`src/rtl/mac_pkg.sv`:
```
// Shared constants and width helpers for the lane-parallel MAC column.
package mac_pkg;

  localparam int PSUM_GUARD = 6;

  function automatic int min_psum_width(input int bw, input int pr);
    return 2 * bw + $clog2(pr);
  endfunction

  function automatic bit psum_width_ok(input int bw, input int pr, input int bw_psum);
    return bw_psum >= min_psum_width(bw, pr);
  endfunction

endpackage

```
`src/rtl/mac_lanes_acc_if.sv`:
```
// Operand/result bundle for mac_lanes_acc; sat_flag exists only when MAC_SAT_EN is defined.
interface mac_lanes_acc_if
  import mac_pkg::*;
#(
  parameter int BW      = 8,
  parameter int PR      = 8,
  parameter int BW_PSUM = 2 * BW + PSUM_GUARD
);

  logic                in_valid;
  logic                in_last;
  logic                signed_mode;
  logic [PR*BW-1:0]    a;
  logic [PR*BW-1:0]    b;
  logic [BW_PSUM-1:0]  out;
  logic                out_valid;
  logic                out_last;
`ifdef MAC_SAT_EN
  logic                sat_flag;

  modport master (
    output in_valid, in_last, signed_mode, a, b,
    input  out, out_valid, out_last, sat_flag
  );

  modport slave (
    input  in_valid, in_last, signed_mode, a, b,
    output out, out_valid, out_last, sat_flag
  );
`else
  modport master (
    output in_valid, in_last, signed_mode, a, b,
    input  out, out_valid, out_last
  );

  modport slave (
    input  in_valid, in_last, signed_mode, a, b,
    output out, out_valid, out_last
  );
`endif

endinterface

```
`src/rtl/mac_lane_mul.sv`:
```
// One MAC lane: extends both operands by one bit (sign or zero) and registers the product.
module mac_lane_mul #(
  parameter int BW = 8
) (
  input  logic          clk,
  input  logic          reset_n,
  input  logic          en,
  input  logic          signed_mode,
  input  logic [BW-1:0] a,
  input  logic [BW-1:0] b,
  output logic [2*BW:0] prod
);

  logic signed [2*BW:0] a_w;
  logic signed [2*BW:0] b_w;
  logic signed [2*BW:0] prod_next;

  // 2*BW+1 bits holds both -2^(BW-1) squared and (2^BW-1) squared as positive values
  assign a_w       = {{(BW+1){signed_mode & a[BW-1]}}, a};
  assign b_w       = {{(BW+1){signed_mode & b[BW-1]}}, b};
  assign prod_next = a_w * b_w;

  always_ff @(posedge clk or negedge reset_n) begin
    if (!reset_n) begin
      prod <= '0;
    end else if (en) begin
      prod <= prod_next;
    end
  end

endmodule

```
`src/rtl/mac_lanes_acc.sv`:
```
// PR-lane dot product with optional cross-beat accumulation (ACC_MODE=1).
// Define MAC_SAT_EN to saturate the accumulator and expose sat_flag.
module mac_lanes_acc
  import mac_pkg::*;
#(
  parameter int BW       = 8,
  parameter int PR       = 8,
  parameter int BW_PSUM  = 2 * BW + PSUM_GUARD,
  parameter int ACC_MODE = 1
) (
  input  logic            clk,
  input  logic            reset_n,
  mac_lanes_acc_if.slave  bus
);

  localparam int PW = 2 * BW + 1;

  if (!psum_width_ok(BW, PR, BW_PSUM)) begin : g_width_check
    $error("mac_lanes_acc: BW_PSUM=%0d below minimum %0d", BW_PSUM, min_psum_width(BW, PR));
  end

  logic [PW-1:0]      prod [PR];
  logic               v1;
  logic               l1;
  logic [BW_PSUM-1:0] sum;

  for (genvar i = 0; i < PR; i++) begin : g_lane
    mac_lane_mul #(.BW(BW)) u_mul (
      .clk         (clk),
      .reset_n     (reset_n),
      .en          (bus.in_valid),
      .signed_mode (bus.signed_mode),
      .a           (bus.a[BW*i +: BW]),
      .b           (bus.b[BW*i +: BW]),
      .prod        (prod[i])
    );
  end

  always_ff @(posedge clk or negedge reset_n) begin
    if (!reset_n) begin
      v1 <= 1'b0;
      l1 <= 1'b0;
    end else begin
      v1 <= bus.in_valid;
      l1 <= bus.in_last;
    end
  end

  always_comb begin
    sum = '0;
    for (int i = 0; i < PR; i++) begin
      sum = sum + {{(BW_PSUM-PW){prod[i][PW-1]}}, prod[i]};
    end
  end

  if (ACC_MODE == 0) begin : g_direct

    always_ff @(posedge clk or negedge reset_n) begin
      if (!reset_n) begin
        bus.out       <= '0;
        bus.out_valid <= 1'b0;
        bus.out_last  <= 1'b0;
`ifdef MAC_SAT_EN
        bus.sat_flag  <= 1'b0;
`endif
      end else begin
        bus.out_valid <= v1;
        bus.out_last  <= v1;
`ifdef MAC_SAT_EN
        bus.sat_flag  <= 1'b0;
`endif
        if (v1) begin
          bus.out <= sum;
        end
      end
    end

  end else begin : g_accum

    logic [BW_PSUM-1:0] acc;
    logic [BW_PSUM-1:0] acc_add;
    logic [BW_PSUM-1:0] acc_next;
    logic               group_open;
`ifdef MAC_SAT_EN
    logic [BW_PSUM:0]   wide;
    logic               sat_now;
    logic               sat_seen;

    // Overflow shows up as the two top bits of the one-bit-wider sum disagreeing
    always_comb begin
      wide    = {acc[BW_PSUM-1], acc} + {sum[BW_PSUM-1], sum};
      acc_add = wide[BW_PSUM-1:0];
      sat_now = 1'b0;
      if (group_open && (wide[BW_PSUM] != wide[BW_PSUM-1])) begin
        sat_now = 1'b1;
        acc_add = wide[BW_PSUM] ? {1'b1, {(BW_PSUM-1){1'b0}}} : {1'b0, {(BW_PSUM-1){1'b1}}};
      end
    end
`else
    assign acc_add = acc + sum;
`endif

    assign acc_next = group_open ? acc_add : sum;

    always_ff @(posedge clk or negedge reset_n) begin
      if (!reset_n) begin
        acc           <= '0;
        group_open    <= 1'b0;
        bus.out       <= '0;
        bus.out_valid <= 1'b0;
        bus.out_last  <= 1'b0;
`ifdef MAC_SAT_EN
        sat_seen      <= 1'b0;
        bus.sat_flag  <= 1'b0;
`endif
      end else begin
        bus.out_valid <= 1'b0;
        bus.out_last  <= 1'b0;
`ifdef MAC_SAT_EN
        bus.sat_flag  <= 1'b0;
`endif
        if (v1) begin
          acc        <= acc_next;
          group_open <= !l1;
`ifdef MAC_SAT_EN
          sat_seen   <= !l1 && (sat_seen || sat_now);
`endif
          if (l1) begin
            bus.out       <= acc_next;
            bus.out_valid <= 1'b1;
            bus.out_last  <= 1'b1;
`ifdef MAC_SAT_EN
            bus.sat_flag  <= sat_seen || sat_now;
`endif
          end
        end
      end
    end

  end

endmodule
```
`src/flat_wrapper.sv`:
```
// flat-port wrapper written by rule: the top's interface ports become plain ports
module mac_lanes_acc_flat import mac_pkg::*;
#(
  parameter int BW       = 8,
  parameter int PR       = 8,
  parameter int BW_PSUM  = 2 * BW + PSUM_GUARD,
  parameter int ACC_MODE = 1
)
  (clk, reset_n, bus_in_valid, bus_in_last, bus_signed_mode, bus_a, bus_b, bus_out, bus_out_valid, bus_out_last);
  mac_lanes_acc_if #(.BW(BW), .PR(PR), .BW_PSUM(BW_PSUM)) bus_i ();
  input  logic clk;
  input  logic reset_n;
  input wire logic [$bits(bus_i.in_valid)-1:0] bus_in_valid;
  input wire logic [$bits(bus_i.in_last)-1:0] bus_in_last;
  input wire logic [$bits(bus_i.signed_mode)-1:0] bus_signed_mode;
  input wire logic [$bits(bus_i.a)-1:0] bus_a;
  input wire logic [$bits(bus_i.b)-1:0] bus_b;
  output wire logic [$bits(bus_i.out)-1:0] bus_out;
  output wire logic [$bits(bus_i.out_valid)-1:0] bus_out_valid;
  output wire logic [$bits(bus_i.out_last)-1:0] bus_out_last;
  assign bus_i.in_valid = bus_in_valid;
  assign bus_i.in_last = bus_in_last;
  assign bus_i.signed_mode = bus_signed_mode;
  assign bus_i.a = bus_a;
  assign bus_i.b = bus_b;
  assign bus_out = bus_i.out;
  assign bus_out_valid = bus_i.out_valid;
  assign bus_out_last = bus_i.out_last;
  mac_lanes_acc #(.BW(BW), .PR(PR), .BW_PSUM(BW_PSUM), .ACC_MODE(ACC_MODE)) u_core (.clk(clk), .reset_n(reset_n), .bus(bus_i));
endmodule
```
`config.mk`:
```
export PLATFORM = sky130hd
export DESIGN_NAME = mac_lanes_acc_flat
export DESIGN_NICKNAME = d
export VERILOG_FILES = /design/src/rtl/mac_pkg.sv /design/src/rtl/mac_lanes_acc_if.sv /design/src/rtl/mac_lane_mul.sv /design/src/rtl/mac_lanes_acc.sv /design/src/flat_wrapper.sv
export SDC_FILE = /design/constraint.sdc
export NUM_CORES = 2
export LEC_CHECK = 0
export CORE_ASPECT_RATIO = 1.5
export CORE_MARGIN = 3
export CORE_UTILIZATION = 60
export CTS_CLUSTER_DIAMETER = 50
export DETAILED_ROUTE_END_ITERATION = 8
export PLACE_DENSITY = 0.8
export SLEW_MARGIN = 40
export SYNTH_ARGS = -nofsm -noshare
export SYNTH_HDL_FRONTEND = slang
export SYNTH_SLANG_ARGS = --single-unit
export TNS_END_PERCENT = 10
```
`constraint.sdc`:
```
create_clock -name clk -period 13.2 [get_ports clk]
set_input_delay 1.98 -clock clk [delete_from_list [all_inputs] [get_ports clk]]
set_output_delay 1.98 -clock clk [all_outputs]
set_load 0.01 [all_outputs]
```
# == Yosys cells after proc, flatten, opt, wreduce, memory -nomap -nowiden ==
# Index checks and enable logic that the tools add are counted.
# word_totals
rom_bits,0
ramBits,0
memories,0
output_inout_bits,24
elab_cells,51
latch_bits,0
reg_bits,184
input_bits,133
# classes
n_addsub,8
reduce_logical,2
mux,3
multipliers,8
n_lt_le_gt_ge,0
eq_ne,0
n_div,0
shift,0
bitwise_logic,16
# op_table
cell,count
$add 22x22->22,7
$mul 9x9->17,8
$mux 22,1
$add 17x17->18,1
$and 1x1->1,16
$mux 1,2
$reduce_and 2->1,1
$logic_not 1->1,1

# == Depth between registers and ports, before layout ==
# depth
word_depth,9
ltp_mapped,28
ltp_nobuf,28

# == Hierarchy ==
# Synthesis repeated with hierarchy kept, for this count alone.
# hier_totals
hier_cells,3726
area_unflattened_um2,35007.3
# by_module_without_submodules
mod,instances,cells_each,seq_area_each_um2,area_per_inst_um2
mac_lane_mul (u_core.g_lane[3].u_mul ...),4,375,425.4,3539.6
mac_lane_mul (u_core.g_lane[0].u_mul ...),3,374,425.4,3547.2
mac_lanes_acc,1,729,1201.2,6668.9
mac_lane_mul (u_core.g_lane[7].u_mul),1,375,425.4,3538.4

# == Least setup slack after synthesis ==
# No wires, ideal clock.
# synth_timing
path_kind,in2reg
startpoint,in bus_signed_mode
endpoint,reg u_core.g_lane[0].u_mul.prod[15]
path_stages,18
setup_slack_ns,6.197
t_arrival_ns,6.876
setup_ns,0.126
path_buffers,3
t_required_ns,13.074
path_cell_list,clkbuf_1 > clkbuf_1 > clkbuf_1 > nand3_1 > fa_1 > inv_1 > fa_1 > fa_1 > fa_1 > fa_1 > ha_1 > a21oi_1 > o21bai_1 > a21oi_1 > o21bai_1 > a221oi_1 > nor4bb_1 > a311o_1
# synth_via
elab_chain_len,2
word_cells_on_any_way,3
classes_between,mul (1); bitwise (2)
# synth_lines
element,line_no,rtl
from (decl),flat_wrapper.sv:15,input wire logic [$bits(bus_i.signed_mode)-1:0] bus_signed_mode;
"$and 1x1->1, on equally long branches","mac_lane_mul.sv:19, mac_lane_mul.sv:20",
$mul 9x9->17 (*),mac_lane_mul.sv:21,assign prod_next = a_w * b_w;
to (signal assigned),mac_lane_mul.sv:27,prod <= prod_next;
to (decl),mac_lane_mul.sv:11,output logic [2*BW:0] prod
# Mark *: on every way between the ends. The rest lies on a longest branch, timed or not.
# A chain may end at the register's enable or synchronous reset.

# == Worst setup path after layout ==
# layout_timing
startpoint,in bus_signed_mode
endpoint,reg u_core.g_lane[3].u_mul.prod[13]
# layout_via
elab_chain_len,2
word_cells_on_any_way,3
classes_between,mul (1); bitwise (2)
# layout_lines
element,line_no
"$and 1x1->1, on equally long branches","mac_lane_mul.sv:19, mac_lane_mul.sv:20"
$mul 9x9->17 (*),mac_lane_mul.sv:21
to (signal assigned),mac_lane_mul.sv:27
to (decl),mac_lane_mul.sv:11
# Marked as above.

==> qor.csv <==
stage,metric,value,unit
run_status,run_status,"finished, final reports clean",
setup_path,rr_worst_depth,23,
timing,drv_slew,0,
place,dpl.hpwl,64000,um
place,dp_cells,4479,
layout,fin_nets,4839,
clock_tree,htreeDepth,4,
synth,synth-compound-area-share,0.0733,
layout,multiInputGateArea,0.0267,mm^2
clock_tree,cts_buffers,17,
floorplanning,die-area,0.0607,mm^2
floorplanning,die_y,300,um
global_routing,grt_pass1_vias,26888,
layout,seqCellArea,0.00460,mm^2
setup_path,critPathKind,in -> reg,
worst_hold_path,hold_path_class,reg -> reg,
timing,finalCriticalPeriod,7480,ps
worst_hold_path,min_from,u_core.bus.out[14],
clock_tree,cts_tree,built,
timing,final_hold_viol_count,0,
synth,synth_warnings,0,
drt,routed_via_density,5.48,
setup_path,rr_endpoint,u_core.bus.out[21],
setup_path,startpoint_type,input port,
clock_tree,post_cts_resized,0,
setup_path,cp.required,13500,ps
timing,grt_setup_unrepaired,false,
setup_path,reg2reg_slack,6760,ps
drt,drcViolationCount,0,
place,numPortBuffers,156,
clock_tree,ctsHoldBuffers,0,
synth,ys_dominant_reg_cell,dfrtp_1,
layout,area_growth,7.73,%
place,dpl_worst_slack,5310,ps
timing,tightest_slew,772,ps
global_routing,grt_start_max_net_pins,132,
synth,ys_types,67,
clock_tree,cts_root_buf,clkbuf_16,
floorplanning,initial_core_util,0.609,
global_routing,grt_remaining_overflow,0,
clock_tree,post_cts_buffers,0,
synth,synthXorXnorAreaFrac,0.0463,
setup_path,reg2reg_from,u_core.g_lane[4].u_mul.prod[1],
synth,yosysSeqAreaShare,0.133,
drt,wl_per_cell,16.9,um
global_routing,antenna_found_initial,0,
synth,netlist_area,0.0346,mm^2
setup_path,crit_fanout,56,
clock_tree,clock_latency,450,ps
floorplanning,die_w,202,um
global_routing,grt.total_usage,0.265,
synth,synthArstFlopShare,1.00,
clock_tree,clock_sinks,184,
setup_path,cp_data_arrival_time,7780,ps
synth,synth_edf_count,0,
drt,vias,24710,
drt,routed_wl,76400,um
timing,timing.final.crit_share,0.567,
synth,ys_seq_elements,184,
timing,setup-violations-final,0,
layout,drive_gt1_frac,0.0478,
place,gp_congestion,0.938,
synth,synthAdderAreaFrac,0.487,
timing,layout_setup_ws,5720,ps
setup_path,crit_path_end_kind,flop,
synth,syn_inst,3684,
clock_tree,cts.clk_slew.worst_paths,70,ps
drt,first_pass_iters,7,
timing,finalSetupTns,0,ps
layout,layout.cells.non_filler,4511,
floorplanning,fp-row-count,107,
drt,antenna_left,0,
timing,relSlewSlack,0.485,
floorplanning,coreArea,0.0569,mm^2
synth,synth_top_family_by_area,adder cells,
layout,final_core_util,0.656,
worst_hold_path,hold_depth,2,
clock_tree,cts_max_path_buffers,2,
timing,fin_skew,10.9,ps
timing,clock.fmax,0.134,GHz
global_routing,grt_pass1_wl,131000,um
layout,fillers,4566,
layout,diodes,0,
run,cap_violations,0,
layout,final_common_cell,inv_1,
synth,syn_avg_cell_area,9.40,um^2
synth,yosys.area_share.simple,0.136,
worst_hold_path,worstHoldEndpoint,u_core.bus.out[14],
floorplanning,io-pin-count,157,
layout,most-common-layout-cells,"765 x inv_1, 626 x fa_1, 413 x nand2_1",
drt,drt_iter0_markers,1209,
synth,synthMuxAreaShare,0.0272,
synth,syn_nets,4788,
==> sequential cells by signal (all words and copies together), names as in the netlist <==
| signal | cells |
|---|---|
| u_core.l1 | 1 |
| u_core.g_lane.u_mul.prod | 136 |
| u_core.g_accum.acc | 22 |
| u_core.bus.out | 22 |
| u_core.v1 | 1 |
| u_core.g_accum.group_open | 1 |
| u_core.bus.out_valid | 1 |
==> how the worst max path moves through the flow <==
stage | cells past startpoint | end | from | slack (ps)
global placement | 20 | u_core.g_lane[3].u_mul.prod[16] | bus_signed_mode | 5470
global route | 20 | u_core.g_lane[6].u_mul.prod[15] | bus_signed_mode | 5410
detailed placement | 20 | u_core.g_lane[3].u_mul.prod[13] | bus_signed_mode | 5310
CTS | 20 | u_core.g_lane[3].u_mul.prod[13] | bus_signed_mode | 5780
floorplan | 18 | u_core.g_lane[0].u_mul.prod[15] | bus_signed_mode | 6200
finish | 20 | u_core.g_lane[3].u_mul.prod[13] | bus_signed_mode | 5720
==> critical path: stages <==
cell and delay (ps):
buf_2 360, buf_4 600, nand2_1 370, or2_2 380, fa_1 460, fa_1 490
inv_1 50, fa_1 450, fa_1 490, inv_1 50, fa_1 510, inv_1 40
ha_1 310, a21oi_1 230, o21bai_1 100, a21oi_1 230, o21bai_1 120, a21oi_1 200
xor2_1 190, mux2i_1 100
==> metrics by stage <==
stage | area [um^2] | hold slack (ps)
after floorplan | 34600 | 482
after global placement | 36700 | 461
after detailed placement | 36700 | 469
after CTS | 37300 | 486
after global routing | 37300 | 506
final | 37300 | 479
==> Yosys cell counts, types with 38 or more instances <==
library cell | number | area share
dfrtp_1 | 184 | 0.13
ha_1 | 345 | 0.12
and2_1 | 227 | 0.041
fa_1 | 626 | 0.36
mux2_2 | 56 | 0.018
inv_1 | 765 | 0.083
a21oi_1 | 117 | 0.017
xor2_1 | 41 | 0.010
clkbuf_1 | 117 | 0.013
and3_1 | 38 | 0.0069
xnor2_1 | 142 | 0.036
or2_2 | 66 | 0.012
nand3_1 | 55 | 0.0079
o21ai_0 | 119 | 0.017
nand2_1 | 414 | 0.045
nor2_1 | 79 | 0.0086
==> cell families (layout without fill, tap and decap cells) <==
kind of cell,Yosys count,after routing
xor gates and xnor gates,183,183
adders and majority gates,971,971
DFF,184,184
and+or+nand+nor,957,957
AOI/OAI and AO/OA,405,405
buffers and inverters,897,961
muxes,87,87
==> per-layer routing <==
metal | vias to the layer above | track usage | wire [um]
li1 | 11441 | - | -
met5 | - | 0 | 0
met2 | 591 | 0.493 | 41300
met3 | 168 | 0.0247 | 2790
met1 | 12510 | 0.327 | 29800
met4 | 0 | 0.0797 | 2490
==> cell type report <==
class | instances | area share
Tap cell | 763 | 0.0256
Inverter | 767 | 0.0772
Timing Repair Buffer | 162 | 0.0434
Clock inverter | 14 | 0.00446
Sequential cell | 184 | 0.123
Clock buffer | 18 | 0.0115
Multi-Input combinational cell | 2603 | 0.714
Power is not shown: default switching activity piles up to over one toggle a cycle in this logic, so the estimate is an artifact.
